[config.mk]
export PLATFORM = sky130hd
export DESIGN_NAME = add_sub_pipe
export DESIGN_NICKNAME = d
export VERILOG_FILES = /design/src/rtl/add_sub_pipe.sv
export SDC_FILE = /design/constraint.sdc
export NUM_CORES = 1
export LEC_CHECK = 0
export ABC_AREA = 0
export ABC_CLOCK_PERIOD_IN_PS = 9300
export CAP_MARGIN = 20
export CORE_MARGIN = 8
export CORE_UTILIZATION = 55
export DETAILED_ROUTE_END_ITERATION = 8
export PLACE_DENSITY = 0.8
export SLEW_MARGIN = 30
export SYNTH_ARGS = -nofsm -noshare
export SYNTH_HDL_FRONTEND = slang
export SYNTH_SLANG_ARGS = --single-unit
[constraint.sdc]
create_clock -name clk -period 9.3 [get_ports clk]
set_clock_uncertainty 0.15 [all_clocks]
set_input_delay 2.325 -clock clk [delete_from_list [all_inputs] [get_ports clk]]
set_output_delay 2.325 -clock clk [all_outputs]
set_load 0.005 [all_outputs]
[src/rtl/add_sub_pipe.sv]
// Pipelined N-bit adder/subtractor: the carry chain is cut into STAGES slices of
// N/STAGES bits with a register after each slice, under a single global advance.
`timescale 1ns/1ps
module add_sub_pipe #(
    parameter int N      = 32,
    parameter int STAGES = 4
) (
    input  logic         clk,
    input  logic         rst,
    input  logic         in_valid,
    output logic         in_ready,
    input  logic [N-1:0] a,
    input  logic [N-1:0] b,
    input  logic         cin,
    input  logic         sub,
    output logic         out_valid,
    input  logic         out_ready,
    output logic [N-1:0] sum,
    output logic         cout,
    output logic         ovf
);
    localparam int W = N / STAGES;

    logic         w_adv;
    logic [N-1:0] w_beff;
    logic         w_c0;

    // Subtract is a + ~b + ~cin; the borrow is the inverted carry at the end.
    assign w_beff   = sub ? ~b : b;
    assign w_c0     = sub ? ~cin : cin;
    assign w_adv    = ~out_valid | out_ready;
    assign in_ready = w_adv;

    for (genvar k = 0; k < STAGES; k++) begin : g_stage
        localparam int LO = k * W;

        // Operand bits not yet consumed enter at the bottom of w_a_in/w_b_in.
        logic [N-LO-1:0] w_a_in;
        logic [N-LO-1:0] w_b_in;
        logic            w_c_in;
        logic            w_sub_in;
        logic            w_vld_in;
        logic [W:0]      w_slice;
        logic [LO+W-1:0] w_sum_nxt;
        logic            r_vld;
        logic [LO+W-1:0] r_sum;

        if (k == 0) begin : g_src
            assign w_a_in    = a;
            assign w_b_in    = w_beff;
            assign w_c_in    = w_c0;
            assign w_sub_in  = sub;
            assign w_vld_in  = in_valid;
            assign w_sum_nxt = w_slice[W-1:0];
        end else begin : g_src
            assign w_a_in    = g_stage[k-1].g_fwd.r_a;
            assign w_b_in    = g_stage[k-1].g_fwd.r_b;
            assign w_c_in    = g_stage[k-1].g_fwd.r_c;
            assign w_sub_in  = g_stage[k-1].g_fwd.r_sub;
            assign w_vld_in  = g_stage[k-1].r_vld;
            assign w_sum_nxt = {w_slice[W-1:0], g_stage[k-1].r_sum};
        end

        assign w_slice = {1'b0, w_a_in[W-1:0]} + {1'b0, w_b_in[W-1:0]} + {{W{1'b0}}, w_c_in};

        always_ff @(posedge clk or posedge rst) begin
            if (rst) begin
                r_vld <= 1'b0;
                r_sum <= '0;
            end else if (w_adv) begin
                r_vld <= w_vld_in;
                r_sum <= w_sum_nxt;
            end
        end

        if (k < STAGES - 1) begin : g_fwd
            logic [N-LO-W-1:0] r_a;
            logic [N-LO-W-1:0] r_b;
            logic              r_c;
            logic              r_sub;

            always_ff @(posedge clk or posedge rst) begin
                if (rst) begin
                    r_a   <= '0;
                    r_b   <= '0;
                    r_c   <= 1'b0;
                    r_sub <= 1'b0;
                end else if (w_adv) begin
                    r_a   <= w_a_in[N-LO-1:W];
                    r_b   <= w_b_in[N-LO-1:W];
                    r_c   <= w_slice[W];
                    r_sub <= w_sub_in;
                end
            end
        end else begin : g_last
            logic r_cout;
            logic r_ovf;

            // The top slice still holds both operand sign bits, so ovf resolves here.
            always_ff @(posedge clk or posedge rst) begin
                if (rst) begin
                    r_cout <= 1'b0;
                    r_ovf  <= 1'b0;
                end else if (w_adv) begin
                    r_cout <= w_sub_in ? ~w_slice[W] : w_slice[W];
                    r_ovf  <= (w_a_in[W-1] == w_b_in[W-1]) && (w_slice[W-1] != w_a_in[W-1]);
                end
            end
        end
    end

    assign out_valid = g_stage[STAGES-1].r_vld;
    assign sum       = g_stage[STAGES-1].r_sum;
    assign cout      = g_stage[STAGES-1].g_last.r_cout;
    assign ovf       = g_stage[STAGES-1].g_last.r_ovf;

endmodule

== Word level (Yosys, flattened, before mapping) ==
Index checks and enable logic that the tools add are counted.
Widths: inputs -> output; s select.
Operators by class
  add/sub/neg operators: 8
  eq/ne operators: 2
  muxes and demuxes: 3
  bitwise logic cells: 5
  reductions and logical operators: 1
Operators by type and width (number)
  $add 8x8->9: 4
  $add 9x1->9: 4
  $mux 32: 1
  $not 32->32: 1
  $not 1->1: 3
  $mux 1: 2
  $eq 1x1->1: 1
  $logic_and 1x1->1: 1
  $ne 1x1->1: 1
  $or 1x1->1: 1
Storage, ports and cells
  bits in registers: 188
  input bits: 70
  output and inout port bits: 36
  logic and storage cells: 41

== Logic depth before layout (Yosys ltp) ==
Gate-level depths: netlist (run 1).
  depth in word-level cells: 4
  mapped depth: 11
  depth with buffers taken out: 9

== Worst setup path after synthesis (run 1) ==
OpenSTA, ideal clock, no wires.
  path type: input-to-output
  from: input out_ready
  to: output in_ready
  arrival time: 2848 ps
  data required time: 6825 ps
  path slack: 3977 ps
  cell stages on the path: 4
  path buffers: 2
  cells stage by stage: nor2b_1 -> buf_2 -> inv_2 -> clkbuf_1
Between the ends
  word-level cells in the longest chain between the ends: 1
RTL lines
  from (decl): RTL line 17  | input logic out_ready,
  $or 1x1->1: RTL line 31  | assign w_adv = ~out_valid | out_ready;
  to (decl): RTL line 11  | output logic in_ready,
Every way passes these cells.

== Final worst setup path (run 1) ==
Ends and elaborated chain as after synthesis.

==> results of run 1 <==
## routing by layer
metal  global-route usage (%)  vias to the layer above  wire, um
li1                         -                     3133         -
met1                    22.66                     2848      7588
met2                    28.95                       91      8066
met3                    4.859                       20       584
met4                    6.171                        0       255
met5                        0                        -         0
## state kept, by name, summed over array words and instances, names as in the netlist
| signal | flops |
|---|---|
| g_stage.g_fwd.r_a | 48 |
| g_stage.g_fwd.r_b | 48 |
| ovf | 1 |
| cout | 1 |
| sum | 32 |
| g_stage.g_fwd.r_sub | 3 |
| g_stage.r_vld | 3 |
| g_stage.r_sum | 48 |
| g_stage.g_fwd.r_c | 3 |
| out_valid | 1 |
## cells in the final DEF (no fill, tap or decap), types with 4 or more instances in the layout
master | synthesis | routed
ha_1 | 28 | 28
xor2_1 | 21 | 21
o21bai_1 | 4 | 4
a21o_1 | 9 | 9
o21ai_0 | 36 | 36
xnor2_1 | 26 | 26
fa_1 | 8 | 8
nor3b_1 | 7 | 7
nand2_1 | 433 | 433
nand3_1 | 4 | 4
clkdlybuf4s50_1 | 0 | 104
inv_1 | 7 | 6
o21a_1 | 7 | 7
clkinv_2 | 0 | 5
clkbuf_16 | 0 | 17
a211oi_1 | 11 | 11
a21oi_1 | 18 | 18
nor2_1 | 13 | 13
dfrtp_1 | 188 | 188
o21ai_1 | 21 | 21
## final timing paths
kind,slack [ns],endpoint,startpoint
setup / recovery,2.83,in_ready,out_ready
hold / removal,0.30,out_valid,g_stage[2].r_vld
setup reg to reg,6.65,g_stage[1].r_sum[14],g_stage[0].g_fwd.r_a[0]
hold reg to reg,0.30,out_valid,g_stage[2].r_vld
max in group asynchronous,5.58,g_stage[0].g_fwd.r_b[4],rst
min in group asynchronous,2.27,sum[3],rst
## through the flow
step	cells	total power [uW]	hold WS (ns)
global route	1208	3635	0.3264
detailed placement	1176	2674	0.2947
global placement	1175	2600	0.2908
CTS	1208	3376	0.3099
floorplan	923	2240	0.2800
finish	1208	3344	0.3046
## Yosys cell counts, drive strengths merged (4+ instances only)
cell	n	area share, %
a21o	9	0.80
nand2	433	19
nor2	13	0.58
o21bai	4	0.36
buf	14	0.72
inv	8	0.36
xor2	21	2.2
o21ai	57	3.4
fa	8	1.9
dfrtp	188	56
nor3b	7	0.62
xnor2	26	2.7
nand3	4	0.24
ha	28	4.1
o21a	7	0.62
a21oi	18	1.1
a211oi	11	0.98
clkbuf	32	1.4
## kinds of logic after synthesis
| group | synth area share [%] |
|---|---|
| AOI/OAI and AO/OA | 8.772 |
| adders and majority gates | 6.036 |
| and+or+nand+nor | 22.20 |
| xor gates and xnor gates | 4.867 |
| DFF | 55.62 |
| buffers and inverters | 2.500 |
## power by group
group	switching (uW)	internal (uW)
Combinational	681	588
Clock	300	390
Sequential	202	1180
Total	1180	2160
## worst max-delay path: cells and delay by family
| family | cells | cell delay [ns] |
|---|---|---|
| AND/OR/NAND/NOR | 1 | 0.06 |
| buffers and inverters | 3 | 1.55 |
## layout make-up
cell class                 instances  share of cell area [%]
sequential                       188                   46.06
multi-input combinational        681                   34.75
timing repair buffer             111                   10.99
clock buffer                      22                   4.642
tap                              188                   2.303
clock inverter                    10                  0.8697
inverter                           8                  0.3920
==> impl_metrics.yaml, run 1 <==
status:
  run_status: "finished clean"
layout:
  final_area_um2: 10210
  nets: 1113
  fin_util_pct: 67.69
  diodes: 0
  multi_input_area_um2: 3550
  register_area_um2: 4705
  syn2layout_area_growth_pct: 20.77
  nFillCells: 1231
  drive_gt1_share_pct: 4.020
logic_synthesis:
  syn_area_um2: 8458
  synthFlopType: "dfrtp_1"
  synth_edf_count: 0
  async_reset_ff_share_pct: 100.0
  syn_nets: 1029
  synth_cells: 923
  yosysUniqueCellTypes: 39
  syn_area_per_cell_um2: 9.164
  yosysWarningCount: 0
  ys_ff_latch: 188
  ys_seq_area_share_pct: 55.62
routing:
  antenna_left: 0
  avgViaCountPerCell: 5.043
  first_pass_iters: 4
  via_count: 6092
  drt-total-wl_mm: 16.50
  dr.first_iter.drc_count: 397
  routedWlPerCell_um: 13.65
  drcViolationCount: 0
timing:
  slew_viol_final: 0
  min_period_ns: 6.468
  tns_ns: 0
  fmaxAchievable_mhz: 154.6
  setup_viol_count_final: 0
  worst_slack_ns: 2.832
  rsz0062_at_grt: "no"
  hold_viol_final: 0
  worst_slew_pin_slew_ns: 0.7323
  fin_crit_sh_pct: 69.55
  slew_headroom_pct: 51.18
worst_setup_path:
  start_kind: "primary input"
  r2r_cells: 7
  critPathMaxStageDelay_ns: 0.63
  cp.required_ns: 6.83
  critPathSlowestCell: "clkdlybuf4s50_1"
  cp_max_fo: 60
  end_kind: "output port"
  critPathKind: "in -> out"
  crit_chain: "clkdlybuf4s50_1 > nor2b_4 > inv_4 > clkdlybuf4s50_1"
  path_common_cell: "clkdlybuf4s50_1"
  crit_arrival_ns: 3.99
die:
  start_util_pct: 56.05
  die_area_um2: 19600
  fp-row-count: 45
  fp.dieW_um: 140.0
  die_h_um: 140.0
  num_io_pins: 106
  core_area_um2: 15090
grt:
  grt_pass1_vias: 6123
  antenna_found_initial: 0
  grt_start_max_net_pins: 116
  grt_overflow_total: 0
  grt_pass1_wl_mm: 28.27
  track_usage_pct: 17.82
hold_path:
  hp-class: "reg -> reg"
  holdPathStages: 1
placement:
  portBuffers: 105
  dp_hpwl_mm: 10.99
  dpl_cell_area_um2: 9641
  gp_congestion: 0.7821
  dp_slack_ns: 2.859
power_and_ir_drop:
  vdd_drop_max_uv: 168.2
  static-leakage-power_uw: 0.004970
  power_density_nw_per_um2: 327.3
job:
  maxCapViolations: 0
cts:
  ctsResizeCount: 0
  cts.sink_count: 188
  cts_root_buf: "clkbuf_16"
  htreeDepth: 4
  clock_latency_ns: 0.43
  clk_pin_slew_ns: 0.07
  cts_tree: "yes"
  numCtsBuffers: 17
  cts_hold_buf: 0
  postCtsSetupRepairBufs: 0
  clk_path_buf_depth: 2
No activity file was read; power rests on OpenSTA's default activity.
==> run 2: changes to the inputs <==
ABC_CLOCK_PERIOD_IN_PS = 6100   (was 9300)
clock period = 6.1 ns   (was 9.3 ns; I/O delays follow)
==> impl_metrics.yaml, run 2 (synthesized netlist as in run 1, its figures left out) <==
status:
  run_status: "finished clean"
worst_setup_path:
  timing.critical_path.max_delay_family: "buffers and inverters"
  worstSetupPathDepth: 4
  r2r_cells: 6
  cp.required_ns: 4.43
  critPathSlowestCell: "nor2b_4"
  crit_chain: "clkdlybuf4s50_1 > nor2b_4 > inv_4 > clkdlybuf4s50_1"
  start_kind: "primary input"
  reg2reg_slack_ns: 3.44
  critPathMaxStageDelay_ns: 0.48
  cp_max_fo: 18
  crit_arrival_ns: 2.97
  crit_buf_inv: 3
  end_kind: "output port"
  critPathKind: "in -> out"
  path_common_cell: "clkdlybuf4s50_1"
routing:
  via_count: 6176
  drcViolationCount: 0
  drt-total-wl_mm: 16.36
  routedWlPerCell_um: 13.53
  dr.first_iter.drc_count: 374
  antenna_left: 0
  first_pass_iters: 4
  avgViaCountPerCell: 5.108
die:
  fp-row-count: 45
  die_h_um: 140.0
  start_util_pct: 56.05
  num_io_pins: 106
  core_area_um2: 15090
  die_area_um2: 19600
  fp.dieW_um: 140.0
layout:
  layout_common_cells: "433 x nand2_1, 188 x dfrtp_1, 104 x clkdlybuf4s50_1"
  nets: 1115
  layout_commonest_cell: "nand2_1"
  drive_gt1_share_pct: 4.310
  diodes: 0
  top_regs: "g_stage.g_fwd.r_a: 48 flops, g_stage.g_fwd.r_b: 48 flops, g_stage.r_sum: 48 flops"
  final_area_um2: 10280
  syn2layout_area_growth_pct: 21.49
power_and_ir_drop:
  power_density_nw_per_um2: 501.1
  finalPower_uw: 5149
  vdd_drop_max_uv: 298.6
  static-leakage-power_uw: 0.004975
cts:
  clock_latency_ns: 0.43
  clk_pin_slew_ns: 0.06
  cts.sink_count: 188
  clk_path_buf_depth: 2
  htreeDepth: 4
  numCtsBuffers: 17
  cts_hold_buf: 0
  cts_root_buf: "clkbuf_16"
  ctsResizeCount: 0
  postCtsSetupRepairBufs: 0
  cts_tree: "yes"
timing:
  worst_slack_ns: 1.460
  worst_slew_pin_slew_ns: 0.8326
  rsz0062_at_grt: "no"
  fin_crit_sh_pct: 76.07
  min_period_ns: 4.640
  hold_viol_final: 0
  setup_viol_count_final: 0
  slew_headroom_pct: 44.49
  fmaxAchievable_mhz: 215.5
  slew_viol_final: 0
  tns_ns: 0
placement:
  dp_slack_ns: 1.445
  portBuffers: 105
  dp_hpwl_mm: 10.71
  dpl_cell_area_um2: 9629
  gp_congestion: 0.7815
grt:
  grt_pass1_vias: 6116
  grt_start_max_net_pins: 189
  grt_pass1_wl_mm: 28.66
  track_usage_pct: 17.82
  antenna_found_initial: 0
  grt_overflow_total: 0
job:
  maxCapViolations: 0
hold_path:
  hp-class: "reg -> reg"
  holdPathStages: 2
## run 2: power by group
part           total, uW  switching (uW)  internal [uW]
Sequential          2120             315           1800
Combinational       1920            1020            897
Clock               1110             465            643
## run 2: area by class of cell
| cell class | count | area (um2) |
|---|---|---|
| fill | 1214 | 4813 |
| sequential | 188 | 4705 |
| multi-input combinational | 681 | 3550 |
| timing repair buffer | 113 | 1155 |
| clock buffer | 17 | 425.4 |
| tap | 188 | 235.2 |
| clock inverter | 14 | 170.2 |
| inverter | 8 | 36.28 |
## run 2: worst min-delay path: cells and delay by family (launching register included)
kind | cells | cell delay, ns
DFF | 1 | 0.34
and+or+nand+nor | 2 | 0.10
## run 2: worst paths after layout
path	from	end
setup / recovery	out_ready	in_ready
max in group asynchronous	rst	g_stage[1].g_fwd.r_b[3]
min in group asynchronous	rst	g_stage[2].r_sum[3]
setup reg to reg	out_valid	sum[27]
hold / removal	g_stage[2].r_vld	g_stage[2].r_vld
hold reg to reg	g_stage[2].r_vld	g_stage[2].r_vld
## run 2: metal layers
| metal | up-vias | wire (um) | global-route usage (%) |
|---|---|---|---|
| met5 | - | 0 | 0 |
| met4 | 0 | 191 | 5.086 |
| met3 | 13 | 626 | 4.791 |
| met2 | 98 | 7979 | 29.12 |
| met1 | 2917 | 7558 | 22.96 |
| li1 | 3148 | - | - |
## run 2: per-stage QoR
stage / hold slack (ns) / cells / util, %
detailed placement: 0.3003 / 1176 / 63.81
global placement: 0.2920 / 1176 / 63.81
finish: 0.3125 / 1209 / 68.10
floorplan: 0.2800 / 923 / -
CTS: 0.3148 / 1207 / 67.76
global route: 0.3321 / 1209 / 68.10
==> run 3: changes to the inputs <==
ABC_CLOCK_PERIOD_IN_PS = 4100   (was 6100)
CORE_UTILIZATION = 50   (was 55)
PLACE_DENSITY = 0.77   (was 0.8)
clock period = 4.1 ns   (was 6.1 ns; I/O delays follow)
==> impl_metrics.yaml, run 3 (synthesized netlist as in run 1, its figures left out) <==
grt:
  grt_pass1_vias: 6211
  track_usage_pct: 16.81
  grt_start_max_net_pins: 226
  antenna_found_initial: 0
  grt_pass1_wl_mm: 29.72
  grt_overflow_total: 0
layout:
  layout_common_cells: "433 x nand2_1, 188 x dfrtp_1, 104 x clkdlybuf4s50_1"
  layout_commonest_cell: "nand2_1"
  top_regs: "g_stage.g_fwd.r_a: 48 flops, g_stage.g_fwd.r_b: 48 flops, g_stage.r_sum: 48 flops"
  final_area_um2: 10310
  nFillCells: 1436
  diodes: 0
  syn2layout_area_growth_pct: 21.92
  drive_gt1_share_pct: 4.216
  nets: 1114
  fin_cells: 1240
timing:
  whs_ns: 0.3097
  tns_ns: 0
  setup_viol_count_final: 0
  slew_viol_final: 0
  fmaxAchievable_mhz: 291.0
  fin_crit_sh_pct: 83.81
  rsz0062_at_grt: "no"
  worst_slew_pin_slew_ns: 0.9496
  hold_viol_final: 0
  min_period_ns: 3.436
  slew_headroom_pct: 36.69
cts:
  ctsResizeCount: 0
  postCtsSetupRepairBufs: 0
  cts.sink_count: 188
  clk_path_buf_depth: 2
  clk_pin_slew_ns: 0.07
  cts_root_buf: "clkbuf_16"
  clock_latency_ns: 0.43
  cts_hold_buf: 0
  cts_tree: "yes"
  numCtsBuffers: 17
  htreeDepth: 4
routing:
  drt-total-wl_mm: 16.85
  antenna_left: 0
  via_count: 6083
  dr.first_iter.drc_count: 546
  first_pass_iters: 5
  drcViolationCount: 0
  routedWlPerCell_um: 13.59
  avgViaCountPerCell: 4.906
power_and_ir_drop:
  static-leakage-power_uw: 0.004980
  vdd_drop_max_uv: 365.1
  power_density_nw_per_um2: 741.2
worst_setup_path:
  start_kind: "primary input"
  cp.required_ns: 2.92
  regToRegStartpoint: "g_stage[0].g_fwd.r_a[0]"
  reg2reg_slack_ns: 1.44
  r2r-end: "g_stage[1].r_sum[14]"
  cp_max_fo: 2
  critPathKind: "in -> out"
  end_kind: "output port"
  r2r_cells: 7
  crit_arrival_ns: 2.26
placement:
  dp_hpwl_mm: 11.26
  gp_congestion: 0.7743
  dp_cells: 1209
  dpl_cell_area_um2: 9727
  portBuffers: 105
die:
  die_area_um2: 21330
  fp-row-count: 47
  start_util_pct: 51.00
  fp.dieW_um: 146.1
  core_area_um2: 16580
  num_io_pins: 106
  die_h_um: 146.1
hold_path:
  hp-start: "g_stage[2].r_vld"
  hold_path_end: "out_valid"
  hp-class: "reg -> reg"
  holdPathStages: 1
status:
  run_status: "finished clean"
job:
  maxCapViolations: 0
-- run 3: cell count changes in the layout (fill, tap and decap cells not counted), sizes merged --
cell      before  now
clkinvlp       7    5
clkbuf        17   20
bufinv         3    2
inv            9    7
clkinv         3    5
buf            9    8
-- run 3: how the worst max path moves through the flow --
stage               startpoint             endpoint  slack, ns
detailed placement        b[0]  g_stage[0].r_sum[6]       0.60
global placement     out_ready             in_ready       0.64
finish               out_ready             in_ready       0.66
CTS                  out_ready             in_ready       0.64
global route         out_ready             in_ready       0.64
floorplan                  rst                 cout       0.50
-- run 3: stage by stage --
step | setup WS, ns | power, uW | util [%]
5_1_grt | 0.6361 | 8296 | 62.19
3_5_place_dp | 0.6003 | 6082 | 58.65
2_1_floorplan | 0.5045 | 5082 | -
4_1_cts | 0.6383 | 7735 | 62.19
3_3_place_gp | 0.6372 | 5946 | 58.65
6_report | 0.6638 | 7644 | 62.19
-- run 3: cell type report --
type                       instances  area [um2]  share of cell area, %
multi-input combinational        681        3550                  34.42
tap                              220       275.3                  2.669
clock inverter                    11       118.9                  1.153
timing repair buffer             112        1161                  11.26
sequential                       188        4705                  45.62
inverter                           8       36.28                 0.3519
clock buffer                      20       466.7                  4.526
-- run 3: layer usage --
layer	track usage, %	routed length [um]
met5	0	0
met4	5.049	178
met3	4.543	672
met2	26.70	8032
met1	22.19	7968
-- run 3: critical path: stages --
cell and delay, ns:
clkdlybuf4s50_1 0.44, nor2b_4 0.21, inv_4 0.06, clkdlybuf4s50_1 0.53
-- run 3: power breakdown --
part	internal (uW)	total [uW]	switching, uW
sequential	2680	3150	470
clock	939	1620	683
combinational	1330	2870	1530
